$ cat config.mk
export PLATFORM = sky130hd
export DESIGN_NAME = pov_spi_loader
export DESIGN_NICKNAME = d
export VERILOG_FILES = /design/src/rtl/pov_spi_loader.sv
export SDC_FILE = /design/constraint.sdc
export NUM_CORES = 1
export LEC_CHECK = 0
export CAP_MARGIN = 25
export CORE_ASPECT_RATIO = 1.75
export CORE_UTILIZATION = 55
export DETAILED_ROUTE_END_ITERATION = 8
export GPL_ROUTABILITY_DRIVEN = 1
export PLACE_DENSITY = 0.74
export SYNTH_ARGS = -nofsm -noshare
export SYNTH_HDL_FRONTEND = slang
export SYNTH_SLANG_ARGS = --single-unit
$ cat constraint.sdc
create_clock -name clk -period 3.8 [get_ports clk]
set_input_delay 0.38 -clock clk [delete_from_list [all_inputs] [get_ports clk]]
set_output_delay 0.38 -clock clk [all_outputs]
set_load 0.005 [all_outputs]
$ cat src/rtl/pov_spi_loader.sv
// pov_spi_loader: SPI slave that captures six POV vectors into a shadow buffer
// and commits them to the live outputs on the vsync rising edge.
module pov_spi_loader #(
  parameter int QM          = 12,
  parameter int QN          = 12,
  parameter int SYNC_STAGES = 2
) (
  input  logic                     clk,
  input  logic                     reset,
  input  logic                     vsync,
  input  logic                     spi_sclk,
  input  logic                     spi_mosi,
  input  logic                     spi_cs_n,
  output logic signed [QM+QN-1:0]  playerX,
  output logic signed [QM+QN-1:0]  playerY,
  output logic signed [QM+QN-1:0]  facingX,
  output logic signed [QM+QN-1:0]  facingY,
  output logic signed [QM+QN-1:0]  vplaneX,
  output logic signed [QM+QN-1:0]  vplaneY,
  output logic                     o_pending,
  output logic                     o_frame_err
);
  localparam int W     = QM + QN;
  localparam int FRAME = 6 * W;
  localparam int CW    = $clog2(FRAME + 2);
  localparam logic [W-1:0] C_1P5 = W'(3) << (QN - 1);
  localparam logic [W-1:0] C_ONE = W'(1) << QN;
  localparam logic [W-1:0] C_MH  = -(W'(1) << (QN - 1));

  typedef enum logic {IDLE, SHIFT} state_t;
  state_t r_state, w_next;

  logic [SYNC_STAGES-1:0] r_sclk_s, r_mosi_s, r_cs_s;
  logic [SYNC_STAGES:0]   r_fill;
  logic                   r_sclk_d, r_cs_d, r_vs_d;
  logic [FRAME-1:0]       r_shift, r_shadow;
  logic [CW-1:0]          r_cnt;
  logic w_sclk, w_mosi, w_cs, w_sclk_rise, w_cs_fall, w_cs_rise;
  logic w_start, w_end, w_load, w_commit;

  assign w_sclk      = r_sclk_s[SYNC_STAGES-1];
  assign w_mosi      = r_mosi_s[SYNC_STAGES-1];
  assign w_cs        = r_cs_s[SYNC_STAGES-1];
  assign w_sclk_rise = w_sclk & ~r_sclk_d;
  // r_fill keeps a cs_n that was already low at reset release from looking like a frame start
  assign w_cs_fall   = r_fill[SYNC_STAGES] & r_cs_d & ~w_cs;
  assign w_cs_rise   = ~r_cs_d & w_cs;
  assign w_load      = w_end & (r_cnt == CW'(FRAME));
  assign w_commit    = vsync & ~r_vs_d & o_pending;

  always_comb begin
    w_start = (r_state == IDLE) & w_cs_fall;
    w_end   = (r_state == SHIFT) & w_cs_rise;
    w_next  = w_start ? SHIFT : w_end ? IDLE : r_state;
  end

  always_ff @(posedge clk or negedge reset) begin
    if (!reset) r_state <= IDLE;
    else        r_state <= w_next;
  end

  always_ff @(posedge clk or negedge reset) begin
    if (!reset) begin
      r_sclk_s    <= '0;
      r_mosi_s    <= '0;
      r_cs_s      <= '1;
      r_fill      <= '0;
      r_sclk_d    <= 1'b0;
      r_cs_d      <= 1'b1;
      r_vs_d      <= 1'b0;
      r_shift     <= '0;
      r_shadow    <= '0;
      r_cnt       <= '0;
      o_pending   <= 1'b0;
      o_frame_err <= 1'b0;
      playerX     <= C_1P5;
      playerY     <= C_1P5;
      facingX     <= '0;
      facingY     <= C_ONE;
      vplaneX     <= C_MH;
      vplaneY     <= '0;
    end else begin
      r_sclk_s    <= {r_sclk_s[SYNC_STAGES-2:0], spi_sclk};
      r_mosi_s    <= {r_mosi_s[SYNC_STAGES-2:0], spi_mosi};
      r_cs_s      <= {r_cs_s[SYNC_STAGES-2:0], spi_cs_n};
      r_fill      <= {r_fill[SYNC_STAGES-1:0], 1'b1};
      r_sclk_d    <= w_sclk;
      r_cs_d      <= w_cs;
      r_vs_d      <= vsync;
      o_frame_err <= w_end & ~w_load;
      if (w_start) r_cnt <= '0;
      else if (r_state == SHIFT && w_sclk_rise) begin
        r_shift <= {r_shift[FRAME-2:0], w_mosi};
        if (r_cnt != CW'(FRAME + 1)) r_cnt <= r_cnt + 1'b1;
      end
      if (w_load) r_shadow <= r_shift;
      // commit reads the old shadow, so a same-cycle load waits for the next vsync
      if (w_commit) begin
        playerX <= r_shadow[6*W-1 -: W];
        playerY <= r_shadow[5*W-1 -: W];
        facingX <= r_shadow[4*W-1 -: W];
        facingY <= r_shadow[3*W-1 -: W];
        vplaneX <= r_shadow[2*W-1 -: W];
        vplaneY <= r_shadow[W-1 -: W];
      end
      o_pending <= w_load | (o_pending & ~w_commit);
    end
  end
endmodule

==> impl_metrics.json <==
{
  "outcome": "complete, no violations",
  "die_y_um": 235,
  "tns_ns": 0,
  "worst_pin_slew_ns": 0.799,
  "leakage_nw": 10.4,
  "ant_nets": 0,
  "finalPower_mw": 9.46,
  "routed_wl_um": 28300,
  "ios": 152,
  "clk_path_buf_depth": 3,
  "cp-start-kind": "register",
  "slew_headroom_pct": 46.7,
  "critPathArrivalTime_ns": 2.59,
  "fin_crit_sh_pct": 57.2,
  "rows": 84,
  "num_antenna_cells": 0,
  "synth_xor_area_share_pct": 0.257,
  "die_area_um2": 31700,
  "synth_compound_area_share_pct": 0.301,
  "hp-class": "in -> reg",
  "synth_simple_gate_area_share_pct": 0.889,
  "cts_tree": "built",
  "nets": 1156,
  "vias": 8390,
  "finalHoldViolCount": 0,
  "core_um2": 30300,
  "via_per_inst": 5.36,
  "clk_latency_ns": 0.54,
  "synth_top_family_by_area": "multiplexers",
  "die_w_um": 135,
  "antenna_found_initial": 0,
  "slew_viol_final": 0,
  "place_hpwl_um": 17200,
  "syn_area_um2": 17000,
  "grt_max_degree": 102,
  "drive_gt1_share_pct": 45.4,
  "syn_avg_cell_area_um2": 17.3,
  "cts_root_buf": "clkbuf_16",
  "critPathKind": "reg -> reg",
  "crit_fanout": 77,
  "syn_nets": 995,
  "numPortBuffers": 151,
  "syn_to_final_growth_pct": 20.0,
  "gp_congestion": 0.713,
  "grt_overflow_total": 0,
  "drv_cap": 0,
  "ys_seq_area_share_pct": 67.0,
  "synthCells": 986,
  "setup_viol": 0,
  "ir_drop_mv": 0.422,
  "endpoint_kind": "register",
  "cts-htree-levels": 2,
  "grtUsageTotal_pct": 18.9,
  "clkTransAtPathRegs_ns": 0.07,
  "fin_util_pct": 67.5,
  "synth_fa_ha_area_share_pct": 0.220,
  "whs_ns": 0.271,
  "finClkSkew_ns": 0.0149,
  "wire_per_inst_um": 18.1,
  "synthMuxAreaShare_pct": 29.8,
  "crit_required_ns": 4.22,
  "grt_pass1_wl_um": 47700,
  "grt_pass1_vias": 9184,
  "firstDrtPassIters": 4,
  "numCtsBuffers": 40,
  "cts_setup_buffers": 0,
  "initial_core_util_pct": 56.3,
  "drt_iter0_markers": 276,
  "hold_buffers": 1,
  "synth.ff_latch_count": 455,
  "cts.sinks": 455,
  "clock.fmax_mhz": 460,
  "synth_cell_types": 28,
  "rsz0062_at_grt": "no",
  "power.density_cell_area_nw_per_um2": 463,
  "final.min_clock_period_ns": 2.17,
  "ys_warn_count": 0,
  "post_cts_resized": 0,
  "drc": 0
}
[critical path, cell delays in order (launching register included)]
cell	delay, ns
dfrtp_1	0.45
nor4b_4	0.33
and3_1	0.24
nand4_1	0.24
buf_12	0.32
mux2_4	0.38
[cell type report]
cell class	count	area, µm²
multi-input cells	478	5360
clock inverters	17	250
inverters	5	18.8
repair buffers	167	1760
clock buffers	57	1160
well taps	387	484
flip-flops and latches	455	11400
fillers	2117	9830
[layout by cell type, fill, tap and decap left out]
cell type        count
inv_6                2
dfstp_2             21
conb_1               1
and3b_1              1
or3_1                1
nor2b_1              1
xnor2_1              5
nand4_1              1
a211oi_1             1
clkbuf_8             7
clkbuf_16           41
buf_4                5
nand3_1              3
mux2_2             383
ha_1                 3
bufinv_16            6
clkbuf_1             9
and3_1               1
mux2_4              49
clkdlybuf4s50_1    150
inv_1                5
dfrtp_1            434
nand3b_1             3
clkinvlp_4           3
nor2_1               7
nor4b_4              1
dlygate4sd3_1        1
clkinv_2             6
o21ai_0              4
nand2_1              5
mux2i_1              2
buf_8                1
nor3_1               1
a21oi_1              3
buf_12              10
nor4_1               1
a2111oi_0            1
[routing by layer]
metal	global-route usage [%]	routed length [µm]	share of wire [%]
met3	3.88	1100	3.9
met1	22.7	11100	39
met4	5.89	694	2.4
met2	33.8	15400	54
met5	0	0	0
[synth_stat cells (all sizes together)]
| library cell | instances | area share, % |
|---|---|---|
| nor2 | 7 | 0.15 |
| o21ai | 4 | 0.12 |
| mux2i | 2 | 0.12 |
| and3 | 1 | 0.037 |
| nor4b | 1 | 0.14 |
| and3b | 1 | 0.051 |
| mux2 | 432 | 30 |
| a21oi | 3 | 0.088 |
| xnor2 | 5 | 0.26 |
| nand3b | 3 | 0.13 |
| dfstp | 21 | 3.2 |
| nor2b | 1 | 0.037 |
| nand3 | 3 | 0.088 |
| nand2 | 5 | 0.11 |
| buf | 22 | 0.87 |
| nand4 | 1 | 0.037 |
| clkbuf | 26 | 0.57 |
| a2111oi | 1 | 0.051 |
| conb | 1 | 0.022 |
| inv | 5 | 0.11 |
| or3 | 1 | 0.037 |
| a211oi | 1 | 0.044 |
| nor3 | 1 | 0.029 |
| ha | 3 | 0.22 |
| nor4 | 1 | 0.037 |
| dfrtp | 434 | 64 |
[worst paths after layout]
check	start	endpoint	slack, ns	cells past startpoint
worst min register to register	r_sclk_s[0]	r_sclk_s[1]	0.35	0
worst min-delay path	spi_cs_n	r_cs_s[0]	0.27	1
worst max register to register	r_cnt[3]	r_shadow[105]	1.63	5
max in group asynchronous	reset	facingX[16]	2.30	3
worst max-delay path	r_cnt[3]	r_shadow[105]	1.63	5
min in group asynchronous	reset	vplaneY[16]	0.47	2
[registers in the layout, indices dropped and copies added, names as in the netlist, 2 cells and up]
name      flops
facingX      24
facingY      24
playerX      24
playerY      24
r_cnt         8
r_cs_s        2
r_fill        3
r_mosi_s      2
r_sclk_s      2
r_shadow    144
r_shift     144
vplaneX      24
vplaneY      24
[through the flow]
step | cells | area (µm²) | setup slack [ns]
final | 1566 | 20400 | 1.63
after floorplan | 986 | 17000 | 1.93
after CTS | 1566 | 20400 | 1.66
after detailed placement | 1491 | 19000 | 1.65
after global placement | 1491 | 19000 | 1.69
after global routing | 1566 | 20400 | 1.56
[cells by family after synthesis]
group | count (synthesis)
mux | 434
simple gates | 26
compound gates | 9
buf+inv | 53
fa+ha+maj | 3
flops | 455
other cells | 1
xor+xnor | 5
[report_power, final]
group / internal (mW) / total, mW / switching (mW)
Clock: 2.54 / 4.28 / 1.74
Sequential: 4.90 / 4.94 / 0.0469
Combinational: 0.0859 / 0.238 / 0.152
Total: 7.53 / 9.46 / 1.94
(Power assumes the default switching activity.)
